===== src/rtl/load_pkg.sv =====
// Shared definitions for the load unit: opcodes, FSM states, memory geometry
// and the access fault rule used at request acceptance.
package load_pkg;

    localparam int DM_WORDS_DEFAULT = 2048;
    localparam int TIMEOUT_DEFAULT  = 16;

    localparam logic [5:0] OP_LB  = 6'b100000;
    localparam logic [5:0] OP_LBU = 6'b100100;
    localparam logic [5:0] OP_LH  = 6'b100001;
    localparam logic [5:0] OP_LHU = 6'b100101;
    localparam logic [5:0] OP_LW  = 6'b100011;

    typedef enum logic [1:0] {
        IDLE = 2'd0,
        READ = 2'd1,
        RESP = 2'd2
    } load_state_t;

    // An access faults when misaligned for its width, beyond the data memory,
    // or when the opcode is not a supported load.
    function automatic logic load_fault(input logic [5:0]  op,
                                        input logic [31:0] addr,
                                        input logic [31:0] limit);
        logic fault;
        fault = 1'b0;
        case (op)
            OP_LW:          fault = (addr[1:0] != 2'b00) || (addr >= limit);
            OP_LH, OP_LHU:  fault = addr[0] || (addr >= limit);
            OP_LB, OP_LBU:  fault = (addr >= limit);
            default:        fault = 1'b1;
        endcase
        return fault;
    endfunction

endpackage


===== src/rtl/load_ext.sv =====
// Combinational byte/half/word selection and extension of a memory word;
// kept standalone so the bypass path can reuse it.
module load_ext
    import load_pkg::*;
(
    input  logic [5:0]  op,
    input  logic [1:0]  lane,
    input  logic [31:0] word,
    output logic [31:0] result
);

    logic [7:0]  byte_sel;
    logic [15:0] half_sel;

    always_comb begin
        byte_sel = word[7:0];
        case (lane)
            2'b00:   byte_sel = word[7:0];
            2'b01:   byte_sel = word[15:8];
            2'b10:   byte_sel = word[23:16];
            default: byte_sel = word[31:24];
        endcase
        half_sel = lane[1] ? word[31:16] : word[15:0];
    end

    always_comb begin
        result = 32'd0;
        case (op)
            OP_LB:   result = {{24{byte_sel[7]}}, byte_sel};
            OP_LBU:  result = {24'd0, byte_sel};
            OP_LH:   result = {{16{half_sel[15]}}, half_sel};
            OP_LHU:  result = {16'd0, half_sel};
            OP_LW:   result = word;
            default: result = 32'd0;
        endcase
    end

endmodule


===== src/rtl/load_unit.sv =====
// Load unit: accepts one load at a time, checks for address faults, reads the
// data memory with a bounded wait and returns the extended result.
module load_unit
    import load_pkg::*;
#(
    parameter int DM_WORDS = DM_WORDS_DEFAULT,
    parameter int TIMEOUT  = TIMEOUT_DEFAULT
) (
    input  logic                        clk,
    input  logic                        reset,
    input  logic                        req_valid,
    output logic                        req_ready,
    input  logic [31:0]                 ins,
    input  logic [31:0]                 addr,
    input  logic                        flush,
    output logic                        mem_rd_en,
    output logic [$clog2(DM_WORDS)-1:0] mem_addr,
    input  logic [31:0]                 mem_rdata,
    input  logic                        mem_rvalid,
    output logic                        rsp_valid,
    output logic [31:0]                 rsp_data,
    output logic                        rsp_exc,
    input  logic                        rsp_ready
);

    localparam int          MA_W       = $clog2(DM_WORDS);
    localparam int          CNT_W      = $clog2(TIMEOUT + 1);
    localparam logic [31:0] ADDR_LIMIT = 32'(DM_WORDS * 4);

    load_state_t      state;
    logic [5:0]       lat_op;
    logic [1:0]       lat_lane;
    logic [CNT_W-1:0] wait_cnt;
    logic [31:0]      ext_result;
    logic             accept_fault;
    logic             unused_ins;

    assign unused_ins = ^ins[25:0];

    // Readiness also drops while reset is held so nothing is offered during reset.
    assign req_ready    = (state == IDLE) && !flush && reset;
    assign accept_fault = load_fault(ins[31:26], addr, ADDR_LIMIT);

    load_ext u_ext (
        .op     (lat_op),
        .lane   (lat_lane),
        .word   (mem_rdata),
        .result (ext_result)
    );

    always_ff @(posedge clk) begin
        if (!reset) begin
            state     <= IDLE;
            lat_op    <= 6'd0;
            lat_lane  <= 2'd0;
            wait_cnt  <= '0;
            mem_rd_en <= 1'b0;
            mem_addr  <= '0;
            rsp_valid <= 1'b0;
            rsp_data  <= 32'd0;
            rsp_exc   <= 1'b0;
        end else if (flush) begin
            state     <= IDLE;
            wait_cnt  <= '0;
            mem_rd_en <= 1'b0;
            rsp_valid <= 1'b0;
            rsp_data  <= 32'd0;
            rsp_exc   <= 1'b0;
        end else begin
            case (state)
                IDLE: begin
                    mem_rd_en <= 1'b0;
                    if (req_valid) begin
                        lat_op   <= ins[31:26];
                        lat_lane <= addr[1:0];
                        mem_addr <= addr[MA_W+1:2];
                        wait_cnt <= '0;
                        if (accept_fault) begin
                            state     <= RESP;
                            rsp_valid <= 1'b1;
                            rsp_exc   <= 1'b1;
                            rsp_data  <= 32'd0;
                        end else begin
                            state     <= READ;
                            mem_rd_en <= 1'b1;
                        end
                    end
                end
                // The strobe lasts one cycle; rvalid counts from that same cycle.
                READ: begin
                    mem_rd_en <= 1'b0;
                    if (mem_rvalid) begin
                        state     <= RESP;
                        rsp_valid <= 1'b1;
                        rsp_exc   <= 1'b0;
                        rsp_data  <= ext_result;
                    end else if (wait_cnt == CNT_W'(TIMEOUT - 1)) begin
                        state     <= RESP;
                        rsp_valid <= 1'b1;
                        rsp_exc   <= 1'b1;
                        rsp_data  <= 32'd0;
                    end else begin
                        wait_cnt <= wait_cnt + CNT_W'(1);
                    end
                end
                RESP: begin
                    mem_rd_en <= 1'b0;
                    if (rsp_ready) begin
                        state     <= IDLE;
                        rsp_valid <= 1'b0;
                    end
                end
                default: begin
                    state     <= IDLE;
                    mem_rd_en <= 1'b0;
                    rsp_valid <= 1'b0;
                end
            endcase
        end
    end

endmodule


===== config.mk =====
export PLATFORM = sky130hd
export DESIGN_NAME = load_unit
export DESIGN_NICKNAME = d
export VERILOG_FILES = /design/src/rtl/load_pkg.sv /design/src/rtl/load_ext.sv /design/src/rtl/load_unit.sv
export SDC_FILE = /design/constraint.sdc
export NUM_CORES = 1
export LEC_CHECK = 0
export ABC_CLOCK_PERIOD_IN_PS = 2000
export CAP_MARGIN = 20
export CORE_MARGIN = 8
export CORE_UTILIZATION = 41
export CTS_CLUSTER_SIZE = 20
export DETAILED_ROUTE_END_ITERATION = 8
export PLACE_DENSITY_LB_ADDON = 0.3
export SYNTH_ARGS = -nofsm -noshare
export SYNTH_HDL_FRONTEND = slang
export SYNTH_HIERARCHICAL = 1
export SYNTH_SLANG_ARGS = --single-unit

===== constraint.sdc =====
create_clock -name clk -period 2 [get_ports clk]
set_input_delay 0.2 -clock clk [delete_from_list [all_inputs] [get_ports clk]]
set_output_delay 0.2 -clock clk [all_outputs]
set_load 0.1 [all_outputs]

; ---- Yosys cells after proc, flatten, opt, wreduce, memory -nomap -nowiden
; Cells that the tools add are included.
[word_totals]
register_bits = 61
in_bits = 102
output_inout_bits = 47
elab_cells = 82
[classes]
n_addsub = 1
magnitude_cmp = 1
n_eq_ne = 21
muxes = 28
bitwise_logic = 4
n_reduce_logical = 18
[op_table]
columns = operator, count
row1 = 32-bit case mux with 5 select lines, 1
row2 = 32-bit two-way mux, 4
row3 = 32-bit case mux with 2 select lines, 1
row4 = 6-bit == test (second input constant), 10
row5 = 32-bit by 14-bit greater-or-equal comparator with 1-bit output (second input constant), 1
row6 = 8-bit case mux with 3 select lines, 1
row7 = 16-bit two-way mux, 1
row8 = 5-bit two-way mux, 3
row9 = 4-bit AND reduction, 3
row10 = 2-bit two-way mux, 5
row11 = 2-bit inequality test (second input constant), 5
row12 = 5-bit case mux with 2 select lines, 1
row13 = 1-bit two-way mux, 7
row14 = 1-bit case mux with 3 select lines, 2
row15 = 2-bit case mux with 3 select lines, 1
row16 = 3-bit AND reduction, 2
row17 = 2-bit OR reduction, 3
row18 = 5-bit by 1-bit adder with 5-bit output (second input constant), 1
row19 = 5-bit by 4-bit == test with 1-bit output (second input constant), 1
row20 = 2-bit by 1-bit == test with 1-bit output (second input constant), 2
row21 = 2-bit == test (second input constant), 2
row22 = 2-bit zero test, 2
row23 = 1-bit inverter, 4
row24 = 2-bit nonzero test, 2
row25 = 6 further kinds, 8

; ---- Depth between registers and ports, before layout
[depth]
ltp_word = 6
mapped_depth = 8
mapped_depth_nobuf = 8

; ---- By module
; The synthesis kept the hierarchy.
[by_module_without_submodules]
columns = mod, n_inst, cells_per_inst, area_per_inst_um2, seq_area_each_um2
row1 = load_unit, 1, 231, 2309.7, 1221.2
row2 = load_ext, 1, 101, 769.5, 0.0

; ---- Worst setup path after synthesis
; No wires, ideal clock.
[synth_path]
path_kind = input-to-output
startpoint = input port flush
endpoint = output port req_ready
arrival_ns = 2.523
required_ns = 1.800
setup_slack_ns = -0.723
path_stages = 3
path_buffers = 1
cell_sequence = nand2b_1 -> clkbuf_1 -> nor3_1
[synth_via]
elab_chain_len = 3
[synth_rtl]
columns = item, line
row1 = start: declaration, load_unit.sv:15  ; input logic flush,
row2 = 1-bit zero test, load_unit.sv:41  ; assign req_ready = (state == IDLE) && !flush && reset;
row3 = 1-bit logical AND (2 in series), load_unit.sv:41
row4 = end: declaration, load_unit.sv:12  ; output logic req_ready,
; No other way between the ends.

; ---- Worst setup path in the final report
[layout_path]
startpoint = register wait_cnt[0]
endpoint = register wait_cnt[3]
[layout_via]
elab_chain_len = 4
word_cells_on_any_way = 7
classes_between = add/sub (1) / eq/ne (2) / mux (3) / reduce/logical (1)
[layout_rtl]
columns = item, line
row1 = start: declaration, load_unit.sv:33  ; logic [CNT_W-1:0] wait_cnt;
row2 = start signal: assignment, load_unit.sv:103  ; wait_cnt <= wait_cnt + CNT_W'(1);
row3 = 5-bit by 1-bit adder with 5-bit output, load_unit.sv:103
row4 = 5-bit two-way mux, load_unit.sv:97  ; end else if (wait_cnt == CNT_W'(TIMEOUT - 1)) begin
row5 = 5-bit two-way mux, load_unit.sv:92  ; if (mem_rvalid) begin
row6 = 5-bit case mux with 2 select lines, load_unit.sv:70  ; case (state)
; Parallel ways exist; a longest one is shown, timed or not. The select of a mux whose other input is x is not followed.
; A chain may end at the register's enable or synchronous reset.

==> impl_metrics.json <==
{
  "synth_top_family_by_area": "compound AO/OA/AOI/OAI gates",
  "track_usage": 0.187,
  "hold_path_class": "in2reg",
  "maxSlewHeadroom": 0.632,
  "core_area_mm2": 0.00725,
  "tightest_slew_ns": 0.549,
  "cts_tree": "yes",
  "syn_area_mm2": 0.00308,
  "ys_ff_latch": 61,
  "cts-htree-levels": 3,
  "seq_area_mm2": 0.00122,
  "start_kind": "flip-flop",
  "fin_nets": 569,
  "first_global_vias": 2894,
  "antenna_found_initial": 0,
  "rows": 31,
  "overflow": 0,
  "fillers": 628,
  "dieArea_mm2": 0.0105,
  "synth.mux.area_fraction": 0.0605,
  "endpoint_kind": "flip-flop",
  "synth_area_leader_cell": "dfxtp_1",
  "dr.pass1.iters": 4,
  "multi_input_area_mm2": 0.00169,
  "numPlacedInstances": 552,
  "holdWs_ns": 0.416,
  "synth_nets": 436,
  "vdd_drop_max_uv": 303,
  "dp_hpwl_um": 7350,
  "drtIter0Drc": 252,
  "gp_congestion": 0.901,
  "synth_most_common_cell": "dfxtp_1",
  "required_ns": 2.26,
  "maxCapViolations": 0,
  "drt-total-wl_um": 9560,
  "synth-edff-count": 0,
  "io_pins": 149,
  "ys_warn_count": 6,
  "die_x_um": 103,
  "cts_hold_buf": 0,
  "grt_pass1_wl_um": 15200,
  "synth.avg_cell_area_um2": 9.27,
  "routedWlPerCell_um": 16.8,
  "async_flop_share": 0,
  "synthTopCellsByArea": "dfxtp_1, a22o_1, nand2_1",
  "worstSkewPairLatency_ns": 0.34,
  "period_needed_ns": 1.90,
  "grt_max_degree": 33,
  "synth_top_area_frac": 0.397,
  "yosys.area_share.simple": 0.181,
  "rrSetupSlack_ns": 0.1,
  "die_h_um": 103,
  "powerDensity_mw_per_mm2": 636,
  "numCtsBuffers": 9,
  "numClockSinks": 61,
  "drive_gt1_frac": 0.228,
  "diodes": 0,
  "fin_crit_sh": 0.951,
  "status": "finished, final reports clean",
  "path_clk_slew_ns": 0.07,
  "synthDistinctLibCells": 53,
  "seq_area_frac_synth": 0.397,
  "vias": 3019,
  "synth_flop_cell": "dfxtp_1",
  "root_buffer": "clkbuf_8",
  "postRouteAntennaNets": 0,
  "numPortBuffers": 122,
  "vias_per_cell": 5.31,
  "synth_adder_area_share": 0.00813,
  "yosys.area_share.xor_xnor": 0.00284,
  "leakagePower_nw": 1.98,
  "cp_max_fo": 4,
  "skew_ns": 0.00636,
  "worstSetupPathType": "reg2reg",
  "start_util": 0.425,
  "hold_violations": 0,
  "finalMaxSlewViolations": 0,
  "syn_to_final_growth_pct": 49.9,
  "worstPathArrival_ns": 2.17,
  "synth_compound_area_frac": 0.291,
  "rsz0062_at_grt": "false",
  "route.detailed.drc": 0,
  "syn_inst": 332,
  "timing.fmax_ghz": 0.526,
  "setup_viol": 0,
  "synth.cells.most_frequent": "dfxtp_1, nand2_1, a22o_1",
  "clock_path_buffers": 2,
  "finalNonFillerCells": 569
}
-- sequential cells by signal, indices dropped and copies added (netlist names) --
register and cells:
lat_lane 2, mem_addr 11, mem_rd_en 1, wait_cnt 5
state 2, rsp_exc 1, lat_op 6, rsp_data 32
rsp_valid 1
-- final timing paths --
path | from | endpoint | cells after the start
hold / removal | addr[8] | mem_addr[6] | 3
setup reg to reg | wait_cnt[0] | wait_cnt[3] | 7
setup / recovery | wait_cnt[0] | wait_cnt[3] | 7
hold reg to reg | rsp_exc | rsp_exc | 2
-- report_power, final --
part	switching (mW)	total [mW]	leakage, nW	internal (mW)
registers	0.0168	1.25	0.494	1.24
logic	0.261	0.521	1.38	0.259
clock network	0.487	1.16	0.106	0.676
total	0.764	2.94	1.98	2.17
-- cells by family (layout without fill, tap and decap cells) --
kind of cell | count (synthesis) | after routing
AOI/OAI and AO/OA | 114 | 114
and+or+nand+nor | 107 | 107
DFF | 61 | 61
buffers and inverters | 36 | 174
muxes | 11 | 11
adders and majority gates | 2 | 2
xor gates and xnor gates | 1 | 1
-- stage by stage --
step | util | power (mW) | setup TNS (ns) | instance area, µm² | setup slack (ns)
global route | 0.637 | 3.04 | 0 | 4620 | 0.00781
detailed placement | 0.604 | 1.79 | -1.11 | 4380 | -0.0480
global placement | 0.604 | 1.79 | -0.00544 | 4380 | -0.00270
floorplan | - | 1.55 | 0 | 3080 | 0.132
CTS | 0.633 | 2.95 | 0 | 4590 | 0.00715
finish | 0.637 | 2.94 | 0 | 4620 | 0.0979
-- worst max-delay path, cell delays in order, from the launching register on --
cell,delay [ns]
dfxtp_1,0.33
ha_1,0.21
and3_1,0.19
ha_1,0.22
nor3b_2,0.21
o21bai_1,0.15
or3_1,0.37
a21oi_1,0.16
-- placed cells by master (no fill, tap or decap), types with 3 or more instances in the layout --
| master | instances |
|---|---|
| nand2_1 | 49 |
| clkbuf_8 | 12 |
| or2_1 | 4 |
| or2_2 | 3 |
| a221o_1 | 5 |
| o21bai_1 | 4 |
| buf_12 | 4 |
| buf_4 | 66 |
| a21o_1 | 16 |
| dfxtp_1 | 61 |
| nand2b_1 | 8 |
| a21oi_1 | 8 |
| a21boi_0 | 21 |
| inv_1 | 12 |
| mux4_2 | 6 |
| and3_1 | 7 |
| nor3_1 | 3 |
| clkdlybuf4s50_1 | 75 |
| o21ai_0 | 9 |
| a22o_1 | 32 |
| mux2i_1 | 4 |
| a31oi_1 | 4 |
| nor2_1 | 13 |
-- per-layer routing --
layer,global-route usage,part of all wire,up-vias
met1,0.230,0.41,1427
met4,0.0835,0.019,0
met3,0.0419,0.071,18
met5,0,0,-
li1,-,-,1483
met2,0.304,0.50,91
-- final cells by class --
class                           instances  share of cell area
Clock buffer                           13              0.0366
Sequential cell                        61               0.264
Timing Repair Buffer                  145               0.287
Multi-Input combinational cell        235               0.365
Tap cell                               99              0.0268
Inverter                               13              0.0106
Clock inverter                          3             0.00921
-- timing repair --
action / 4_1_cts / 5_1_grt
buffers inserted: 0 / 1
setup endpoints to repair: 0 / 14
gates resized for setup: 0 / 1
Note: power is estimated with default switching activity, not from simulation.
